--- src/rtl/seq_chk_pkg.sv ---
// Shared types and helpers for the a ##1 b |-> ##[1:MAX_DLY] c checker.
package seq_chk_pkg;

    localparam int LAT_W    = 4;
    localparam int MAX_PEND = 15;

    typedef enum logic [1:0] {
        IDLE  = 2'd0,
        ARMED = 2'd1,
        WAIT  = 2'd2
    } seq_chk_state_e;

    // Bit i of v holds the attempt that matched i samples ago; bit 0 is unused.
    function automatic logic [LAT_W-1:0] popcount(input logic [MAX_PEND:0] v);
        logic [LAT_W-1:0] r;
        r = '0;
        for (int i = 1; i <= MAX_PEND; i++) begin
            r = r + LAT_W'(v[i]);
        end
        return r;
    endfunction

    function automatic logic [LAT_W-1:0] msb_idx(input logic [MAX_PEND:0] v);
        logic [LAT_W-1:0] r;
        r = '0;
        for (int i = 1; i <= MAX_PEND; i++) begin
            if (v[i]) r = LAT_W'(i);
        end
        return r;
    endfunction

endpackage

--- src/rtl/seq_chk_sat_cnt.sv ---
// Saturating accumulator: adds inc each cycle and clamps at all-ones.
module seq_chk_sat_cnt #(
    parameter int W = 8
) (
    input  logic         clk,
    input  logic         rst,
    input  logic [W-1:0] inc,
    output logic [W-1:0] cnt
);

    logic [W:0] sum;

    assign sum = {1'b0, cnt} + {1'b0, inc};

    always_ff @(posedge clk) begin
        if (rst)         cnt <= '0;
        else if (sum[W]) cnt <= '1;
        else             cnt <= sum[W-1:0];
    end

endmodule

--- src/rtl/seq_chk_fsm.sv ---
// Concurrent checker for a ##1 b |-> ##[1:MAX_DLY] c with pass/fail pulses and counters.
// Optional latency reporting is built only when SEQ_CHK_LAT_EN is defined.
module seq_chk_fsm
    import seq_chk_pkg::*;
#(
    parameter int MAX_DLY = 3,
    parameter int CNT_W   = 8
) (
    input  logic                 clk,
    input  logic                 rst,
    input  logic                 en,
    input  logic                 a,
    input  logic                 b,
    input  logic                 c,
    output logic                 match,
    output logic                 fail,
    output logic                 busy,
    output logic [CNT_W-1:0]     attempt_cnt,
    output logic [CNT_W-1:0]     pass_cnt,
    output logic [CNT_W-1:0]     fail_cnt,
    output logic [LAT_W-1:0]     lat,
    output logic                 lat_vld,
    output seq_chk_state_e       dbg_state
);

    logic               a_q;
    logic [MAX_DLY:1]   pend;
    logic [MAX_DLY:1]   pend_d;
    logic [MAX_PEND:0]  pend_ext;
    logic               hit;
    logic               any_pend;
    logic               match_d;
    logic               fail_d;
    logic [LAT_W-1:0]   pop;
    logic [CNT_W-1:0]   pass_inc;
    logic [CNT_W-1:0]   fail_inc;
    logic [CNT_W-1:0]   att_inc;

    always_comb begin
        pend_ext              = '0;
        pend_ext[MAX_DLY:1]   = pend;
        hit                   = a_q & b & en;
        any_pend              = |pend;
        pop                   = '0;
        match_d               = 1'b0;
        fail_d                = 1'b0;
        pend_d                = '0;
        if (c) begin
            // Every outstanding attempt is satisfied; the new one needs a later c.
            pop       = popcount(pend_ext);
            match_d   = any_pend;
            pend_d[1] = hit;
        end else begin
            fail_d    = pend[MAX_DLY];
            for (int k = 2; k <= MAX_DLY; k++) begin
                pend_d[k] = pend[k-1];
            end
            pend_d[1] = hit;
        end
    end

    always_comb begin
        if (int'(pop) > (2**CNT_W - 1)) pass_inc = '1;
        else                            pass_inc = CNT_W'(pop);
        fail_inc = CNT_W'(fail_d);
        att_inc  = CNT_W'(hit);
    end

    always_comb begin
        if (any_pend)  dbg_state = WAIT;
        else if (a_q)  dbg_state = ARMED;
        else           dbg_state = IDLE;
    end

    always_ff @(posedge clk) begin
        if (rst) begin
            a_q   <= 1'b0;
            pend  <= '0;
            match <= 1'b0;
            fail  <= 1'b0;
        end else begin
            a_q   <= a;
            pend  <= pend_d;
            match <= match_d;
            fail  <= fail_d;
        end
    end

    assign busy = any_pend;

    seq_chk_sat_cnt #(.W(CNT_W)) u_att_cnt (
        .clk (clk), .rst (rst), .inc (att_inc),  .cnt (attempt_cnt)
    );
    seq_chk_sat_cnt #(.W(CNT_W)) u_pass_cnt (
        .clk (clk), .rst (rst), .inc (pass_inc), .cnt (pass_cnt)
    );
    seq_chk_sat_cnt #(.W(CNT_W)) u_fail_cnt (
        .clk (clk), .rst (rst), .inc (fail_inc), .cnt (fail_cnt)
    );

`ifdef SEQ_CHK_LAT_EN
    logic [LAT_W-1:0] lat_q;
    logic             lat_vld_q;

    // Latency of the oldest attempt resolved by this c.
    always_ff @(posedge clk) begin
        if (rst) begin
            lat_q     <= '0;
            lat_vld_q <= 1'b0;
        end else begin
            lat_q     <= match_d ? msb_idx(pend_ext) : '0;
            lat_vld_q <= match_d;
        end
    end

    assign lat     = lat_q;
    assign lat_vld = lat_vld_q;
`else
    assign lat     = '0;
    assign lat_vld = 1'b0;
`endif

endmodule
--- config.mk ---
export PLATFORM = sky130hd
export DESIGN_NAME = seq_chk_fsm
export DESIGN_NICKNAME = d
export VERILOG_FILES = /design/src/rtl/seq_chk_pkg.sv /design/src/rtl/seq_chk_sat_cnt.sv /design/src/rtl/seq_chk_fsm.sv
export SDC_FILE = /design/constraint.sdc
export NUM_CORES = 1
export LEC_CHECK = 0
export ABC_AREA = 1
export CORE_UTILIZATION = 43
export DETAILED_ROUTE_END_ITERATION = 12
export PLACE_DENSITY = 0.75
export SYNTH_ARGS = -nofsm -noshare
export SYNTH_HDL_FRONTEND = slang
export SYNTH_SLANG_ARGS = --single-unit
--- constraint.sdc ---
create_clock -name clk -period 1.95 [get_ports clk]
set_input_delay 0.39 -clock clk [delete_from_list [all_inputs] [get_ports clk]]
set_output_delay 0.39 -clock clk [all_outputs]
set_load 0.02 [all_outputs]
Word-level counts from Yosys, hierarchy flattened
Cells that the tools add are included.

storage, ports and cells
  register bits = 30
  input bits = 6
  output and inout bits = 34
  logic and storage cells = 26

cells by class
  add/sub/neg operators = 5
  muxes and demuxes = 7
  bitwise gates (word level) = 3
  reductions and logical operators = 3

operator list
  kind              number
  $mux W8           3
  $add A8 B1 Y9     2
  $add A8 B3 Y9     1
  $reduce_or A2 Y1  2
  $add A2 B1 Y3     1
  $mux W3           1
  $reduce_or A3 Y1  1
  $add A1 B1 Y2     1
  $and A1 B1 Y1     2
  $mux W1           2
  $mux W2           1
  $not A1 Y1        1

Depth between registers and ports, before layout
Gate-level depths: netlist of the first run.

  depth in word-level cells = 5
  gate-level depth with buffers = 13
  mapped depth without buffers = 13

Modules after synthesis
Synthesis of the first run repeated with hierarchy kept, for this count alone.

second synthesis, totals
  cell total of the unflattened synthesis = 317
  area total of the unflattened synthesis = 2,148.3 um^2

modules (own cells, without submodules)
  module           times used  cells an instance  area an instance (um^2)  sequential area each (um^2)
  seq_chk_sat_cnt  3           93                 618.1                    160.2
  seq_chk_fsm      1           38                 294.0                    120.1

Worst setup path before layout of the first run
OpenSTA, ideal clock, no wires.

  path kind = register to register
  start point = register pend[1] in the netlist's numbering
  end point = register u_pass_cnt.cnt[4]
  setup time = 0.056 ns
  arrival time = 2.052 ns
  required time = 1.894 ns
  path slack = -0.158 ns
  cell stages (with the launch flop) = 13
  buffers on the path = 0
  clock period less this slack = 2.108 ns
  path through = dfxtp_1 > inv_1 > fa_1 > nor2_1 > ha_1 > inv_1 > fa_1 > inv_1 > nand3_1 > or2_0 > nand3_1 > nand2_1 > inv_1

between the ends
  cells in the longest elaborated chain, start to end = 5

RTL lines
  element                 RTL line               text
  from (decl)             seq_chk_fsm.sv:27      logic [MAX_DLY:1] pend;
  from (signal assigned)  seq_chk_fsm.sv:83      pend <= pend_d;
  $add A1 B1 Y2           seq_chk_pkg.sv:18      r = r + LAT_W'(v[i]);
  $add A2 B1 Y3           seq_chk_pkg.sv:18
  $mux W3                 seq_chk_fsm.sv:48      if (c) begin
  $add A8 B3 Y9           seq_chk_sat_cnt.sv:13  assign sum = {1'b0, cnt} + {1'b0, inc};
  $mux W8                 seq_chk_sat_cnt.sv:17  else if (sum[W]) cnt <= '1;
  to (signal assigned)    seq_chk_sat_cnt.sv:18  else cnt <= sum[W-1:0];
  to (decl)               seq_chk_sat_cnt.sv:8   output logic [W-1:0] cnt

Every way passes these cells.
A chain may end at the register's enable or synchronous reset.

Final worst setup path of the first run
Same ends and word-level chain as after synthesis.

==> metrics, run 1 <==
vias in the first global route 1255; Placed Area 0.00194 mm²; gr usage total 19.3%; met2 WL 1.65 mm; switch share between 20% and 30%; core area about 0.0033 mm²; Clk pin slew, worst setup/hold paths 100 ps; Post-Layout Inst Area 0.00210 mm²; ys async rst share 0%; ys flop type dfxtp_1; Synth area leader dfxtp_1; # setup viols final 8; period utilisation layout 111%; register area share after synthesis 40.0%; element type at the critical path end flop; CTS Hold Bufs 0; initial antenna violation count 0; commonest cells in the netlist inv_1, nand2_1, dfxtp_1; GPL Wtd Cong 0.796; met1 wire length 1.37 mm; met3 WL 196 µm; most frequent cell after synthesis inv_1; Post-Syn Instances 202; GRT overflow 0; worst vdd ir 0.360 mV; setup ws final -207 ps; Switching Power 259 µW; violated checks negative setup slack; largest net degree at the start of global routing 18; number of synthesized flops with an enable pin 0; deepest clock path buffer count 2; Final ANT Viol Nets 0; Clock Sinks 30; Warnings, synthesis 0; DIE AREA 0.00373 mm²; # diodes 0; drt pass-1 iters 4; worst hold start a_q; DRC viols 0; Mapped Area roughly 0.0015 mm²; crit path time final 2160 ps; Top Ports 40; Seq pwr share between 50% and 60%; Distinct cells, synth 27; CTS root buffer clkbuf_4; Internal Power 885 µW; syn avg cell area 7.43 µm²; final clock skew 12.9 ps; max-slew violations 0; Worst Setup SP pend[1]; Hold Crit Class reg -> reg; Hold Vio Cnt, Final 0; CTS tree done; f_max about 460 MHz; I/O Buffers 34; vias 1377; DR WL/cell 10.9 µm; Worst-Skew Late Latency 330 ps; MaxCap Viol Count 0; WL final 3.24 mm; top-area cell type share of the netlist area 40.0%; RSZ-0062 raised after global routing true; Worst EP required 2240 ps; first-pass GRT wire length about 5.2 mm; highest routed layer met4; clock share of power 41.0%; DRT iter0 DRCs 84; Startpoint Class flop; layout cell share with drive strength beyond 1 between 10% and 20%; Synth area leaders dfxtp_1, inv_1, nand2_1; Pleak 0.000951 µW; critical path peak fanout 3; WS Path Type reg -> reg; Syn-to-layout area delta 39.9%; run status finished, violations left; combinational power share 5.1%; FP Rows 21; final net count 265; P per Cell Area around 540 mW/mm²; hpwl dp 2.17 mm; WHS 462 ps; #FFs+latches synth 30; starting density of the core 45.0%; CTS Buf Count 5; worst r2r src pend[1]; vias per inst 4.62; # H-tree levels 2; Die H 61.1 µm; DIE WIDTH just over 60 µm; Arrival @ worst endpoint 2450 ps
-- cell families after synthesis --
kind of cell | after synthesis | share of synthesized area, %
AND/OR/NAND/NOR | 90 | 27.9
buffers and inverters | 48 | 14.2
flip-flops | 30 | 40.0
AO/OA/AOI/OAI | 19 | 6.50
adder cells (fa/ha/maj) | 8 | 7.67
XOR/XNOR | 6 | 3.50
other | 1 | 0.250
-- flip-flops by register name (all words and copies together), names as in the netlist --
name / flops
u_fail_cnt.cnt: 8
u_att_cnt.cnt: 8
fail: 1
u_pass_cnt.cnt: 8
pend: 3
match: 1
a_q: 1
-- cells in the final DEF (no fill, tap or decap), types with 5 or more instances in the layout --
master and n:
a21oi_1 11, buf_4 13, clkbuf_4 5, clkdlybuf4s50_1 31
conb_1 5, dfxtp_1 27, ha_1 5, inv_1 35
nand2_1 32, nand3_1 9, nor2_1 23
-- final cells by class --
cell class	count	area, µm²
repair buffers	47	438
flip-flops and latches	30	604
clock buffers	8	78.8
inverters	39	146
fillers	317	1240
well taps	46	57.6
multi-input cells	128	776
-- what timing repair did --
item,in CTS,in global routing
setup endpoints to repair,11,9
setup buffers,2,2
pin swaps,2,8
gates resized for setup,8,14
-- critical path, cell delays in order (launching register included) --
cell,delay [ps]
dfxtp_2,340
inv_2,50
fa_1,470
nor2_1,120
ha_2,200
inv_2,40
fa_2,340
inv_2,100
nand3_4,70
or2_0,210
nand3_1,80
nand2_1,60
inv_1,60
-- power groups by stage --
| stage | Sequential, µW | Combinational [µW] | Clock (µW) |
|---|---|---|---|
| 2_1_floorplan | 633 | 40.2 | 0 |
| 3_3_place_gp | 631 | 58.0 | 0 |
| 3_5_place_dp | 631 | 58.2 | 0 |
| 4_1_cts | 617 | 57.4 | 478 |
| 5_1_grt | 617 | 64.4 | 509 |
| 6_report | 617 | 57.8 | 469 |
-- stage by stage --
step / total power [µW] / util (%) / cells / setup slack (ps) / TNS, ps
6_report: 1140 / 63.0 / 298 / -207 / -1100
3_5_place_dp: 689 / 58.0 / 288 / -283 / -2800
2_1_floorplan: 673 / - / 206 / -71.4 / -221
5_1_grt: 1190 / 63.0 / 298 / -359 / -2010
3_3_place_gp: 689 / 58.0 / 288 / -234 / -2380
4_1_cts: 1150 / 61.4 / 298 / -176 / -923
-- final timing paths --
check                                          to  slack (ps)  cells after the start
worst max-delay path            u_pass_cnt.cnt[4]        -210                     12
worst min-delay path                      pend[1]         460                      2
worst max register to register  u_pass_cnt.cnt[4]        -210                     12
worst min register to register            pend[1]         460                      2
-- metal layers --
metal  vias to the layer above  global-route usage (%)
li1                        710                       -
met1                       623                    21.9
met2                        42                    33.2
met3                         2                    5.25
met4                         0                    9.74
met5                         -                       0
(Power assumes the default switching activity.)
==> run 2: changes to the inputs <==
Settings changed: HOLD_SLACK_MARGIN set to 0.02.
==> results of run 2 <==
No change in the layout: final DEF, timing and power equal those of run 1.
